## src/rtl/ifu_ifetch.sv

```systemverilog
// IFU fetch controller: owns the fetch PC, keeps one fetch in flight and holds the returned word in the IR
// for the BPU and EXU. Pipeline flush redirects override everything else.
module ifu_ifetch #(
  parameter int unsigned        PC_SIZE  = 32,
  parameter logic [PC_SIZE-1:0] RESET_PC = PC_SIZE'(32'h8000_0000)
) (
  input  logic               clk,
  input  logic               rst,
  output logic               ifu_req_valid,
  input  logic               ifu_req_ready,
  output logic [PC_SIZE-1:0] ifu_req_pc,
  input  logic               ifu_rsp_valid,
  output logic               ifu_rsp_ready,
  input  logic [31:0]        ifu_rsp_instr,
  input  logic               ifu_rsp_err,
  output logic               ir_valid,
  output logic [31:0]        ir_instr,
  output logic [PC_SIZE-1:0] ir_pc,
  output logic               ir_buserr,
  output logic               ir_valid_clr,
  output logic               ifu_o_valid,
  input  logic               ifu_o_ready,
  input  logic               bpu_wait,
  input  logic               prdt_taken,
  input  logic [PC_SIZE-1:0] prdt_pc_add_op1,
  input  logic [PC_SIZE-1:0] prdt_pc_add_op2,
  input  logic               pipe_flush_req,
  input  logic [PC_SIZE-1:0] pipe_flush_pc
);

  localparam int unsigned INSTR_W = 32;

  typedef enum logic [2:0] {
    ST_RST  = 3'd0,
    ST_REQ  = 3'd1,
    ST_RSP  = 3'd2,
    ST_NXT  = 3'd3,
    ST_DROP = 3'd4
  } state_t;

  state_t             state_q, state_d;
  logic [PC_SIZE-1:0] pc_q, pc_d;
  logic [PC_SIZE-1:0] flush_pc_q, flush_pc_d;
  logic               pend_q, pend_d;
  logic               sent_q;
  logic               req_hs, rsp_hs;
  logic               ir_load, sent_set;
  logic [PC_SIZE-1:0] pred_pc, flush_tgt;

  // Handshakes and IR handoff are pure decodes of registered state and inputs.
  assign ifu_req_pc    = pc_q;
  assign ifu_req_valid = (state_q == ST_REQ);
  assign ifu_o_valid   = ir_valid & (sent_q | ~bpu_wait);
  assign ir_valid_clr  = ifu_o_valid & ifu_o_ready;
  assign ifu_rsp_ready = (state_q == ST_DROP) |
                         ((state_q == ST_RSP) & (~ir_valid | ir_valid_clr));
  assign req_hs        = ifu_req_valid & ifu_req_ready;
  assign rsp_hs        = ifu_rsp_valid & ifu_rsp_ready;

  // A bus-error word never redirects: fall through to the sequential PC.
  assign pred_pc   = (prdt_taken & ~ir_buserr)
                   ? ((prdt_pc_add_op1 + prdt_pc_add_op2) & ~PC_SIZE'(1))
                   : (ir_pc + PC_SIZE'(4));
  assign flush_tgt = pipe_flush_pc & ~PC_SIZE'(1);

  always_comb begin
    state_d    = state_q;
    pc_d       = pc_q;
    flush_pc_d = flush_pc_q;
    pend_d     = pend_q;
    ir_load    = 1'b0;
    sent_set   = 1'b0;

    case (state_q)
      ST_RST: state_d = ST_REQ;
      ST_REQ: begin
        if (req_hs) begin
          state_d = pend_q ? ST_DROP : ST_RSP;
          pend_d  = 1'b0;
        end
      end
      ST_RSP: begin
        if (rsp_hs) begin
          ir_load = 1'b1;
          state_d = ST_NXT;
        end
      end
      ST_NXT: begin
        if (ir_valid && !bpu_wait) begin
          pc_d     = pred_pc;
          sent_set = 1'b1;
          state_d  = ST_REQ;
        end
      end
      ST_DROP: begin
        if (rsp_hs) begin
          pc_d    = flush_pc_q;
          state_d = ST_REQ;
        end
      end
      default: state_d = ST_RST;
    endcase

    // Flush overrides; a request already on the bus keeps its PC until accepted.
    if (pipe_flush_req) begin
      ir_load    = 1'b0;
      sent_set   = 1'b0;
      flush_pc_d = flush_tgt;
      case (state_q)
        ST_REQ: begin
          pc_d = pc_q;
          if (req_hs) begin
            state_d = ST_DROP;
            pend_d  = 1'b0;
          end else begin
            state_d = ST_REQ;
            pend_d  = 1'b1;
          end
        end
        ST_RSP, ST_DROP: begin
          if (rsp_hs) begin
            pc_d    = flush_tgt;
            state_d = ST_REQ;
          end else begin
            pc_d    = pc_q;
            state_d = ST_DROP;
          end
        end
        default: begin
          pc_d    = flush_tgt;
          state_d = ST_REQ;
        end
      endcase
    end
  end

  always_ff @(posedge clk or negedge rst) begin
    if (!rst) begin
      state_q    <= ST_RST;
      pc_q       <= RESET_PC;
      flush_pc_q <= '0;
      pend_q     <= 1'b0;
    end else begin
      state_q    <= state_d;
      pc_q       <= pc_d;
      flush_pc_q <= flush_pc_d;
      pend_q     <= pend_d;
    end
  end

  // IR: a load in the same cycle as a consume is a fresh instruction, so it stays valid.
  always_ff @(posedge clk or negedge rst) begin
    if (!rst) begin
      ir_valid  <= 1'b0;
      ir_instr  <= '0;
      ir_pc     <= '0;
      ir_buserr <= 1'b0;
      sent_q    <= 1'b0;
    end else if (pipe_flush_req) begin
      ir_valid <= 1'b0;
      sent_q   <= 1'b0;
    end else if (ir_load) begin
      ir_valid  <= 1'b1;
      ir_instr  <= INSTR_W'(ifu_rsp_instr);
      ir_pc     <= pc_q;
      ir_buserr <= ifu_rsp_err;
      sent_q    <= 1'b0;
    end else if (ir_valid_clr) begin
      ir_valid <= 1'b0;
      sent_q   <= 1'b0;
    end else if (sent_set) begin
      sent_q <= 1'b1;
    end
  end

endmodule

```

## config.mk

```make
export PLATFORM = sky130hd
export DESIGN_NAME = ifu_ifetch
export DESIGN_NICKNAME = d
export VERILOG_FILES = /design/src/rtl/ifu_ifetch.sv
export SDC_FILE = /design/constraint.sdc
export NUM_CORES = 1
export LEC_CHECK = 0
export BUFFER_PORTS_ARGS = -buffer_cell sky130_fd_sc_hd__buf_2
export CORE_MARGIN = 3
export CORE_UTILIZATION = 40
export DETAILED_ROUTE_END_ITERATION = 10
export SLEW_MARGIN = 20
export SYNTH_ARGS = -nofsm -noshare
export SYNTH_HDL_FRONTEND = slang
export SYNTH_SLANG_ARGS = --single-unit
```

## constraint.sdc

```tcl
create_clock -name clk -period 4.2 [get_ports clk]
set_input_delay 0.63 -clock clk [delete_from_list [all_inputs] [get_ports clk]]
set_output_delay 0.63 -clock clk [all_outputs]
set_load 0.01 [all_outputs]
```

==> reports/qor.txt <==
run status = finished, final reports clean
Clock Tree Root = clkbuf_16
required time worst endpoint = 4.52 ns
Setup crit end kind = flop
Die X = 150.5 um
1st-pass router iterations = 5
worst reg2reg endpoint = ir_instr[3]
leak pwr = 5.005 nW
Iter 0 DRT Violations = 460
CP Launch Type = input pin
CP max FO = 6
starting density of the core = 0.4101
Die ar. = 22650 um^2
largest net degree at the start of global routing = 94
Routed Antenna Nets = 0
cts repair resizes = 0
worst path arrival time = 3.31 ns
Final HPWL DP = 18980 um
Worst Setup SP = prdt_pc_add_op1[8]
dpl ws = 0.6920 ns
CTS Buffer Depth = 2
number of global-route vias before repair = 7151
Final Skew = 0.01137 ns
nets = 1271
Worst Tran Pin Value = 0.8703 ns
Mapped Cells = 880
sequential share of the synthesized area = 0.4017
Critical Setup Path Class = in -> reg
via-per-instance ratio = 5.422
setup tns final = 0 ns
ys async rst share = 1.000
fin worst setup slack = 1.205 ns
Yosys top cell area share = 0.3986
sinks on the clock net = 134
grt ovf = 0
period utilisation layout = 0.7131
CTS tree = yes
RSZ-0062 raised after global routing = no
max frequency = 0.3339 GHz
Routed WL per cell = 17.90 um
Post-CTS Repair Setup Buffers = 0
RR Startpoint = state_q[0]
Synth Cell Area = 8351 um^2
routed wire length = 24820 um
Rel. slew slack = 0.4198
IO Port Bufs = 237
Yosys cell types = 73
RePlAce Congestion = 0.8834
CTS buffer count = 17
initial antenna violation count = 0
power density cells = 578.1 nW/um^2
Main synth FF type = dfrtp_1
worst setup path endpoint = ifu_req_pc[31]
chip height = 150.5 um
Area growth syn-to-layout = 24.09%
Post-synth EDFFs = 0
share of post-route cells with drive strength above 1 = 0.3453
Hold/Removal Path Class = in -> async
CORE AREA = 20360 um^2
Final Max Tran Viols = 0
routed vias = 7515
depth of the most critical reg-to-reg path = 6
H-tree levels = 4
Cell Count, Final, Fillers Out = 1386
Final Hold Violating Endpoints = 0
Mapped Nets = 1049
Rows = 52
crit path time final = 2.995 ns
reg-to-reg slack, setup = 1.65 ns
first-pass GRT wire length = 38830 um
clk slew on worst S/H paths = 0.06 ns
Post-Syn Area per Cell = 9.489 um^2
number of max-cap violations = 0
biggest area consumer among synthesized cells = dfrtp_1
I/O pin count = 239
Yosys reg bits = 134
Synth Warn # = 0
Total Routing Usage GR = 0.2195
post-layout util = 0.5088
hold buffer count at CTS = 0
worst skew pair latency = 0.42 ns
Synth area leaders = dfrtp_1 (40%), mux2_2 (11%), ha_1 (4.6%), o21ai_0 (4.4%), nand2_1 (4.3%)
DRC viols = 0
dpl cells = 1353
Peak VDD IR = 0.2626 mV
final setup fails = 0
[worst max-delay path, cell delays in order]
cell and delay (ns):
buf_2 0.10, ha_1 0.36, a21o_1 0.23, or3_1 0.33, a211oi_1 0.32, nor4_1 0.11, a2111oi_0 0.65, a211oi_1 0.13
xnor2_1 0.29, a41oi_1 0.15
[how the worst min path moves through the flow]
stage                             start                          to  slack (ns)  cells past startpoint
after floorplan                     rst  asynchronous set/reset pin        0.33                      0
after global placement    flush_pc_q[2]               flush_pc_q[2]        0.45                      1
after detailed placement  flush_pc_q[2]               flush_pc_q[2]        0.46                      1
after CTS                           rst                ir_instr[14]        0.33                      1
after global routing                rst                ir_instr[14]        0.36                      1
final                               rst                ir_instr[14]        0.30                      1
[registers in the layout, summed over array words and instances (netlist names), named ones only]
signal,flops
ir_buserr,1
sent_q,1
ifu_req_pc,32
ir_valid,1
flush_pc_q,31
ir_instr,32
state_q,3
ir_pc,32
[synthesized netlist by cell type, types with 5 or more instances]
| cell | instances |
|---|---|
| o21ai_0 | 73 |
| nand4_1 | 10 |
| o21bai_1 | 5 |
| nor2_1 | 49 |
| clkbuf_1 | 34 |
| dfrtp_1 | 133 |
| o211ai_1 | 20 |
| or3_1 | 8 |
| o22ai_1 | 6 |
| buf_2 | 6 |
| nand2b_1 | 5 |
| and2_1 | 8 |
| nand3_1 | 23 |
| ha_1 | 31 |
| a21oi_1 | 58 |
| a31oi_1 | 13 |
| nor3_1 | 13 |
| and3_1 | 11 |
| inv_1 | 26 |
| mux2_2 | 78 |
| xor2_1 | 27 |
| a21o_1 | 13 |
| a22oi_1 | 5 |
| xnor2_1 | 28 |
| a211oi_1 | 12 |
| nand2_1 | 95 |
[cells in the final DEF (no fill, tap or decap), drive strengths merged, types with 4 or more instances in the layout]
cell type and n:
nand2b 5, o21ai 76, a211oi 12, a221oi 4, buf 250, nand4 12
o21bai 5, a21oi 58, clkinv 9, a31oi 13, a41oi 4, xnor2 28
nor2 49, ha 31, a21o 13, or3 8, mux2i 4, a22oi 5
nor3 14, dfrtp 133, mux2 78, nor4 4, inv 29, and2 10
nand2 95, o211ai 20, clkbuf 18, nand3 23, and3 11, nor2b 5
o22ai 6, and4 9, xor2 27
[area by class of cell]
type	count	area, um^2
timing repair buffer	250	1303
antenna	1	2.502
clock inverter	14	126.4
inverter	27	101.3
fill	1960	10000
sequential	134	3354
tap	270	337.8
multi-input combinational	672	4698
clock buffer	18	439.2
[through the flow]
stage / cell area, um^2 / total power, W / hold slack, ns
after floorplan: 8351 / 0.003617 / 0.3344
after global placement: 9794 / 0.004564 / 0.4537
after detailed placement: 9794 / 0.004603 / 0.4624
after CTS: 10360 / 0.006048 / 0.3286
after global routing: 10360 / 0.006415 / 0.3580
final: 10360 / 0.005990 / 0.3005
[metal layers]
metal,track usage,share of wire,wire length [um]
met3,0.05840,0.086,2137
met2,0.3324,0.45,11100
met1,0.3102,0.45,11190
met5,0,0,0
met4,0.06084,0.016,395
[cell families after synthesis]
kind of cell             Yosys count  synth area share
flip-flops                       134            0.4017
multiplexers                      82            0.1100
AND/OR/NAND/NOR                  254            0.1537
adder cells (fa/ha/maj)           32           0.04885
XOR/XNOR                          55           0.05769
AO/OA/AOI/OAI                    249            0.1903
buffers and inverters             74           0.03776
[report_power, final]
group	total (W)	switching (W)	leakage, nW	internal, W
Sequential	0.00216	0.000436	1.70	0.00173
Clock	0.00142	0.000585	0.277	0.000833
Combinational	0.00241	0.00136	3.03	0.00105
Power figures use the tool's default switching activity.
